`config.mk`:
```
export PLATFORM = sky130hd
export DESIGN_NAME = psum_accumulator
export DESIGN_NICKNAME = d
export VERILOG_FILES = /design/src/rtl/psum_accumulator_pkg.sv /design/src/rtl/psum_accumulator_adder.sv /design/src/rtl/psum_accumulator.sv
export SDC_FILE = /design/constraint.sdc
export NUM_CORES = 1
export LEC_CHECK = 0
export ABC_AREA = 0
export BUFFER_PORTS_ARGS = -buffer_cell sky130_fd_sc_hd__buf_2
export CORE_AREA = 2 2 91 67
export CTS_CLUSTER_SIZE = 28
export DETAILED_ROUTE_END_ITERATION = 8
export DIE_AREA = 0 0 93 69
export GPL_TIMING_DRIVEN = 0
export PLACE_DENSITY = 0.75
export SYNTH_ARGS = -nofsm -noshare
export SYNTH_HDL_FRONTEND = slang
export SYNTH_SLANG_ARGS = --single-unit
```
`constraint.sdc`:
```
create_clock -name clk -period 4.2 [get_ports clk]
set_input_delay 0.84 -clock clk [delete_from_list [all_inputs] [get_ports clk]]
set_output_delay 0.84 -clock clk [all_outputs]
set_load 0.005 [all_outputs]
```
`src/rtl/psum_accumulator_pkg.sv`:
```
// psum_accumulator_pkg: shared state encoding, default widths and saturation limits
package psum_accumulator_pkg;
   localparam int PROD_W_DEF = 8;
   localparam int ACC_W_DEF  = 16;
   localparam int CNT_W_DEF  = 8;
   typedef enum logic [1:0] {
      IDLE  = 2'd0,
      ACCUM = 2'd1,
      HOLD  = 2'd2
   } state_t;
   localparam logic [ACC_W_DEF-1:0] SAT_POS_DEF = {1'b0, {(ACC_W_DEF-1){1'b1}}};
   localparam logic [ACC_W_DEF-1:0] SAT_NEG_DEF = {1'b1, {(ACC_W_DEF-1){1'b0}}};
endpackage

```
`src/rtl/psum_accumulator_adder.sv`:
```
// psum_adder: W-bit adder from rippled 4-bit CLA slices, raw sum plus signed overflow
module psum_adder #(
   parameter int W = 16
) (
   input  logic [W-1:0] a,
   input  logic [W-1:0] b,
   output logic [W-1:0] sum,
   output logic         ovf
);
   localparam int N = W / 4;
   logic [N-1:0] c;
   assign c[0] = 1'b0;
   for (genvar i = 0; i < N; i++) begin : g_slice
      logic [3:0] g, p, k;
      assign g = a[4*i +: 4] & b[4*i +: 4];
      assign p = a[4*i +: 4] ^ b[4*i +: 4];
      assign k[0] = c[i];
      assign k[1] = g[0] | (p[0] & k[0]);
      assign k[2] = g[1] | (p[1] & g[0]) | (p[1] & p[0] & k[0]);
      assign k[3] = g[2] | (p[2] & g[1]) | (p[2] & p[1] & g[0]) | (p[2] & p[1] & p[0] & k[0]);
      assign sum[4*i +: 4] = p ^ k;
      if (i < N - 1) begin : g_carry
         assign c[i+1] = g[3] | (p[3] & g[2]) | (p[3] & p[2] & g[1]) | (p[3] & p[2] & p[1] & g[0])
                       | (p[3] & p[2] & p[1] & p[0] & k[0]);
      end
   end
   assign ovf = (a[W-1] == b[W-1]) && (sum[W-1] != a[W-1]);
endmodule

```
`src/rtl/psum_accumulator.sv`:
```
// psum_accumulator: saturating per-group partial-sum accumulator with valid/ready in and out
module psum_accumulator
   import psum_accumulator_pkg::*;
#(
   parameter int PROD_W = PROD_W_DEF,
   parameter int ACC_W  = ACC_W_DEF,
   parameter int CNT_W  = CNT_W_DEF
) (
   input  logic              clk,
   input  logic              rst_n,
   input  logic              in_valid,
   output logic              in_ready,
   input  logic [PROD_W-1:0] in_data,
   input  logic              in_last,
   output logic              out_valid,
   input  logic              out_ready,
   output logic [ACC_W-1:0]  out_sum,
   output logic              out_ovf,
   output logic [CNT_W-1:0]  out_cnt
);
   localparam logic [ACC_W-1:0] SAT_POS = {1'b0, {(ACC_W-1){1'b1}}};
   localparam logic [ACC_W-1:0] SAT_NEG = {1'b1, {(ACC_W-1){1'b0}}};
   state_t           state, nxt;
   logic [ACC_W-1:0] acc, ext, raw, acc_n;
   logic [CNT_W-1:0] cnt, cnt_n;
   logic             ovf, ovf_n, add_ovf, take, start;
   assign in_ready  = (state != HOLD);
   assign out_valid = (state == HOLD);
   assign take      = in_valid && in_ready;
   assign start     = (state == IDLE);
   assign ext       = {{(ACC_W-PROD_W){in_data[PROD_W-1]}}, in_data};
   psum_adder #(.W(ACC_W)) u_add (
      .a   (acc),
      .b   (ext),
      .sum (raw),
      .ovf (add_ovf)
   );
   // post-update group values for the beat being accepted this cycle
   always_comb begin
      acc_n = start ? ext : (add_ovf ? (acc[ACC_W-1] ? SAT_NEG : SAT_POS) : raw);
      ovf_n = !start && (ovf || add_ovf);
      cnt_n = start ? CNT_W'(1) : ((&cnt) ? cnt : cnt + 1'b1);
   end
   // next state: accept moves toward HOLD on last, HOLD drains on out_ready
   always_comb begin
      nxt = state;
      if (take) nxt = in_last ? HOLD : ACCUM;
      else if (state == HOLD && out_ready) nxt = IDLE;
   end
   // state register
   always_ff @(posedge clk or negedge rst_n) begin
      if (!rst_n) state <= IDLE;
      else state <= nxt;
   end
   // running group state and result registers loaded on the last beat
   always_ff @(posedge clk or negedge rst_n) begin
      if (!rst_n) begin
         acc     <= '0;
         ovf     <= 1'b0;
         cnt     <= '0;
         out_sum <= '0;
         out_ovf <= 1'b0;
         out_cnt <= '0;
      end else if (take) begin
         acc <= acc_n;
         ovf <= ovf_n;
         cnt <= cnt_n;
         if (in_last) begin
            out_sum <= acc_n;
            out_ovf <= ovf_n;
            out_cnt <= cnt_n;
         end
      end
   end
endmodule
```
* Word level (Yosys, flattened, before mapping) *
Index checks and enable logic that the tools add are counted.

storage, ports and cells
  register bits after elaboration = 52
  output and inout port bits = 27

cells by class
  $add $sub $neg = 1
  eq/ne operators = 4
  multiplexer cells = 8
  bitwise operators = 94
  reductions and logical operators = 10

operators with widths
  cell                                          number
  AND 1 bit                                     50
  2-to-1 mux 16 bit                             3
  OR 1 bit                                      32
  bitwise XOR 4 bit                             8
  2-to-1 mux 8 bit                              2
  AND 4 bit                                     3
  adder 8 x 1 -> 8 bit, second input constant   1
  AND reduction 8 bit                           1
  2-to-1 mux 2 bit                              3
  logical AND 1 bit                             4
  AND 3 bit                                     1
  == test 2 bit, second input constant          1
  zero test 2 bit                               1
  inequality test 2 bit, second input constant  1
  AND reduction 2 bit                           1
  nonzero test 2 bit                            1
  == test 1 bit                                 1
  zero test 1 bit                               1
  logical OR 1 bit                              1
  inequality test 1 bit                         1

* Logic depth before layout (Yosys ltp) *
  word-level depth = 16
  depth in mapped cells = 9
  gate-level depth less buffers = 9

* Hierarchy *
From an unflattened synthesis, not the netlist that was laid out.

unflattened totals
  cell total of the unflattened synthesis = 299
  area, all modules = 3133.0 µm²

by module, submodules not included
  module            instances  cells an instance  area an instance (µm²)  seq. area each (µm²)
  psum_accumulator  1          230                2509.9                  1301.2
  psum_adder        1          69                 623.1                   0.0

* Least setup slack after synthesis *
Ideal clock, no wire load.

  path type = input port to flip-flop
  start = input in_data[2]
  end = register acc[9]
  setup time = 0.121 ns
  arrival = 2.702 ns
  required time = 4.079 ns
  path slack = 1.377 ns
  stages on the path = 8
  buffers on the path = 0
  cells stage by stage = ha_1 > a21o_1 > a211o_1 > a21o_1 > fa_1 > xnor2_1 > o21ai_0 > a22o_1

between the ends
  longest elaborated chain between the ends = 16
  elaborated cells between the ends (all ways) = 24
  those cells by class = eq/ne: 1; mux: 2; bitwise: 20; reduce/logical: 1

RTL lines
  element                                              RTL line                                                    RTL
  start: declaration                                   psum_accumulator.sv:13                                      input logic [PROD_W-1:0] in_data,
  AND 4 bit or bitwise XOR 4 bit (tied branches)       psum_accumulator_adder.sv:15, psum_accumulator_adder.sv:16
  AND 1 bit                                            psum_accumulator_adder.sv:23                                assign c[i+1] = g[3] | (p[3] & g[2]) | (p[3] & p[2] & g[1]) | (p[3] & p[2] & p[1] & g[0])
  OR 1 bit or AND 1 bit (tied branches) (2 in series)  psum_accumulator_adder.sv:23
  OR 1 bit (*)                                         psum_accumulator_adder.sv:23
  AND 1 bit (*)                                        psum_accumulator_adder.sv:24                                | (p[3] & p[2] & p[1] & p[0] & k[0]);
  OR 1 bit (*)                                         psum_accumulator_adder.sv:24
  AND 1 bit                                            psum_accumulator_adder.sv:24
  OR 1 bit                                             psum_accumulator_adder.sv:24
  AND 1 bit                                            psum_accumulator_adder.sv:20                                assign k[3] = g[2] | (p[2] & g[1]) | (p[2] & p[1] & g[0]) | (p[2] & p[1] & p[0] & k[0]);
  OR 1 bit                                             psum_accumulator_adder.sv:20
  bitwise XOR 4 bit                                    psum_accumulator_adder.sv:21                                assign sum[4*i +: 4] = p ^ k;
  inequality test 1 bit                                psum_accumulator_adder.sv:27                                assign ovf = (a[W-1] == b[W-1]) && (sum[W-1] != a[W-1]);
  logical AND 1 bit                                    psum_accumulator_adder.sv:27
  2-to-1 mux 16 bit (*) (2 in series)                  psum_accumulator.sv:40                                      acc_n = start ? ext : (add_ovf ? (acc[ACC_W-1] ? SAT_NEG : SAT_POS) : raw);
  end signal: assignment                               psum_accumulator.sv:65                                      acc <= acc_n;
  end: declaration                                     psum_accumulator.sv:24                                      logic [ACC_W-1:0] acc, ext, raw, acc_n;

Every way passes the cells marked *; elsewhere a longest branch is shown, timed or not.
A chain may end at the register's enable or synchronous reset.

* Worst setup path after layout *
  start = input in_data[7]
  end = register out_sum[13]

between the ends
  longest elaborated chain between the ends = 15
  elaborated cells between the ends (all ways) = 44
  those cells by class = eq/ne: 2; mux: 2; bitwise: 39; reduce/logical: 1

RTL lines
  element                                         RTL line                                                    RTL
  bitwise XOR 4 bit                               psum_accumulator_adder.sv:16                                assign p = a[4*i +: 4] ^ b[4*i +: 4];
  AND 1 bit (on tied branches)                    psum_accumulator_adder.sv:23, psum_accumulator_adder.sv:24
  OR 1 bit (tied with other cells) (2 in series)  psum_accumulator_adder.sv:23
  OR 1 bit or AND 1 bit (tied branches)           psum_accumulator_adder.sv:23, psum_accumulator_adder.sv:24
  OR 1 bit                                        psum_accumulator_adder.sv:24
  AND 1 bit                                       psum_accumulator_adder.sv:24
  OR 1 bit                                        psum_accumulator_adder.sv:24
  AND 1 bit                                       psum_accumulator_adder.sv:20
  OR 1 bit                                        psum_accumulator_adder.sv:20
  bitwise XOR 4 bit                               psum_accumulator_adder.sv:21
  inequality test 1 bit                           psum_accumulator_adder.sv:27
  logical AND 1 bit                               psum_accumulator_adder.sv:27
  2-to-1 mux 16 bit                               psum_accumulator.sv:40
  2-to-1 mux 16 bit (*)                           psum_accumulator.sv:40
  end signal: assignment                          psum_accumulator.sv:69                                      out_sum <= acc_n;
  end: declaration                                psum_accumulator.sv:17                                      output logic [ACC_W-1:0] out_sum,

Marked as above.

==> results.json <==
{
  "insertion_delay_ns": 0.31,
  "num_io_pins": 40,
  "ys_top_cells_by_count": "dfrtp_1, nand2_1, nor2_1",
  "postLayoutCellArea_um2": 3332,
  "synth_edf_count": 0,
  "drcViolationCount": 0,
  "skew_ns": 0.007699,
  "outcome": "finished clean",
  "path_delay_family": "compound AO/OA/AOI/OAI gates",
  "max_stage_delay_ns": 0.39,
  "place_congestion": 0.8389,
  "die_y_um": 69,
  "root_buffer": "clkbuf_8",
  "grt_pass1_vias": 2380,
  "h-tree-depth": 2,
  "dpl_cell_area_um2": 3242,
  "drtPass1Iterations": 4,
  "drtIter0Drc": 123,
  "yosysWarnings": 0,
  "tritoncts": "yes",
  "diodes": 0,
  "final_layout_size_suffix_gt1_share_pct": 16.15,
  "seq_area_frac_synth_pct": 43.99,
  "core_area_um2": 5525,
  "worst_setup_path_start_kind": "primary input",
  "finalHoldViolCount": 0,
  "synth.top_cell.area_share_pct": 43.99,
  "cpMostUsedCell": "nand2_1",
  "cts_setup_buffers": 0,
  "synth_area_leaders": "dfrtp_1, ha_1, nand2_1, a22o_1, o31ai_1",
  "wl_per_cell_um": 15.71,
  "leakage_nw": 1.613,
  "synth_largest_area_cell": "dfrtp_1",
  "fin_ws_ns": 1.224,
  "ys_ff_latch": 52,
  "finalSetupTns_ns": 0,
  "worst_pin_slew_ns": 1.137,
  "yosysUniqueCellTypes": 43,
  "setup_viol": 0,
  "dp_slack_ns": 0.9371,
  "min_path_type": "flop to flop",
  "mappedNetlistArea_um2": 2958,
  "cap_violations": 0,
  "critPathBufInv": 1,
  "rows": 23,
  "clkSlewWorstSetupHoldPaths_ns": 0.09,
  "clockBufferDepth": 2,
  "synth.avg_cell_area_um2": 9.635,
  "clock-sinks": 52,
  "path_cells": "buf_2 -> ha_1 -> a21oi_2 -> nand2_1 -> a211oi_2 -> nand2_1 -> fa_1 -> xnor2_1 -> o21ai_0 -> a22o_1",
  "die_w_um": 93,
  "hpwlAfterDp_um": 4876,
  "instances_no_fill": 428,
  "min_period_ns": 2.976,
  "rsz0062_at_grt": "no",
  "cts_buffers": 5,
  "grt_pass1_wl_um": 11550,
  "fin_util_pct": 60.30,
  "start_util_pct": 53.53,
  "crit_fanout": 16,
  "crit_path_end_kind": "flop",
  "die_area_um2": 6417,
  "ant_nets": 0,
  "vdd_drop_max_v": 0.0003250,
  "antenna_found_initial": 0,
  "wirelength_um": 6725,
  "vias": 2460,
  "power_density_nw_per_um2": 708.9,
  "critPathSlowestCell": "fa_1",
  "fin_nets": 385,
  "grt_usage_pct": 22.62,
  "grt_overflow": 0,
  "portBuffers": 38,
  "area_growth_pct": 12.65,
  "hold_buffers": 0,
  "slew_headroom_pct": 24.17,
  "worstPathArrival_ns": 3.18,
  "crit_required_ns": 4.40,
  "syn_inst": 307,
  "finalMaxSlewViolations": 0,
  "ys.flop_type": "dfrtp_1",
  "place_inst": 420,
  "max_freq_ghz": 0.3360,
  "finalCritPeriodShare_pct": 70.86,
  "grt_start_max_net_pins": 53,
  "syn_nets": 340,
  "yosysMostFrequentCell": "dfrtp_1",
  "synth_async_sr_flop_share_pct": 100.0,
  "ctsResizeCount": 0,
  "vias_per_cell": 5.748,
  "critPathKind": "primary input to flop"
}
## where the power goes
part	internal, W	switching [W]
sequential	0.000711	0.000153
combinational	0.000545	0.000654
clock	0.000135	0.000164
## cell usage in the layout, fill, tap and decap left out, drive strengths merged, types with 6 or more instances in the layout
master,netlist,routed
o31ai,20,20
clkbuf,11,19
o21ai,15,15
buf,2,40
nor2,28,28
xnor2,7,7
nand2,45,45
a22o,18,18
dfrtp,52,52
a21oi,27,27
a21o,9,9
ha,16,16
xor2,6,6
nand3,8,8
## worst reg2reg max path: stages (launching register included)
cell and delay, ns:
dfrtp_1 0.40, ha_1 0.36, a21oi_2 0.15, nand2_1 0.10, a211oi_2 0.37, nand2_1 0.13
fa_1 0.39, xnor2_1 0.17, o21ai_0 0.13, a22o_1 0.24
## metal layers
metal	routed length, µm	part of all wire, %	vias up	track usage (%)
li1	-	-	1202	-
met1	3344	50	1173	34.14
met2	2879	43	75	33.33
met3	398	5.9	10	3.716
met4	103	1.5	0	7.026
met5	0	0	-	0
## flip-flops by register name, indices dropped and copies added, names as in the netlist
signal,flops
state,2
out_ovf,1
out_sum,16
acc,16
cnt,8
ovf,1
out_cnt,8
## per-stage QoR
| step | total power [W] | hold WS [ns] |
|---|---|---|
| 2_1_floorplan | 0.001721 | 0.4526 |
| 3_3_place_gp | 0.002019 | 0.4579 |
| 3_5_place_dp | 0.002056 | 0.4654 |
| 4_1_cts | 0.002364 | 0.4867 |
| 5_1_grt | 0.002571 | 0.5051 |
| 6_report | 0.002362 | 0.4765 |
## final cells by class
| class | count | area, µm² |
|---|---|---|
| Inverter | 4 | 15.01 |
| Fill cell | 502 | 2193 |
| Sequential cell | 52 | 1301 |
| Clock buffer | 8 | 90.09 |
| Multi-Input combinational cell | 238 | 1584 |
| Tap cell | 75 | 93.84 |
| Timing Repair Buffer | 38 | 190.2 |
| Buffer | 13 | 57.56 |
## worst paths after layout
check,startpoint,endpoint,slack [ns],cells after the start
max in group asynchronous,rst_n,cnt[7],2.76,1
hold reg to reg,out_cnt[0],out_cnt[0],0.48,2
setup / recovery,in_data[7],out_sum[13],1.22,10
min in group asynchronous,rst_n,out_sum[4],0.74,1
hold / removal,out_cnt[0],out_cnt[0],0.48,2
setup reg to reg,acc[10],out_sum[13],1.67,9
## cell families after synthesis
| family | after synthesis | synth area share [%] |
|---|---|---|
| AO/OA/AOI/OAI | 103 | 24.49 |
| XOR/XNOR | 13 | 3.849 |
| adder cells (fa/ha/maj) | 20 | 9.476 |
| buffers and inverters | 17 | 2.453 |
| flip-flops | 52 | 43.99 |
| multiplexers | 4 | 1.480 |
| AND/OR/NAND/NOR | 98 | 14.26 |
No activity file was read; power rests on OpenSTA's default activity.
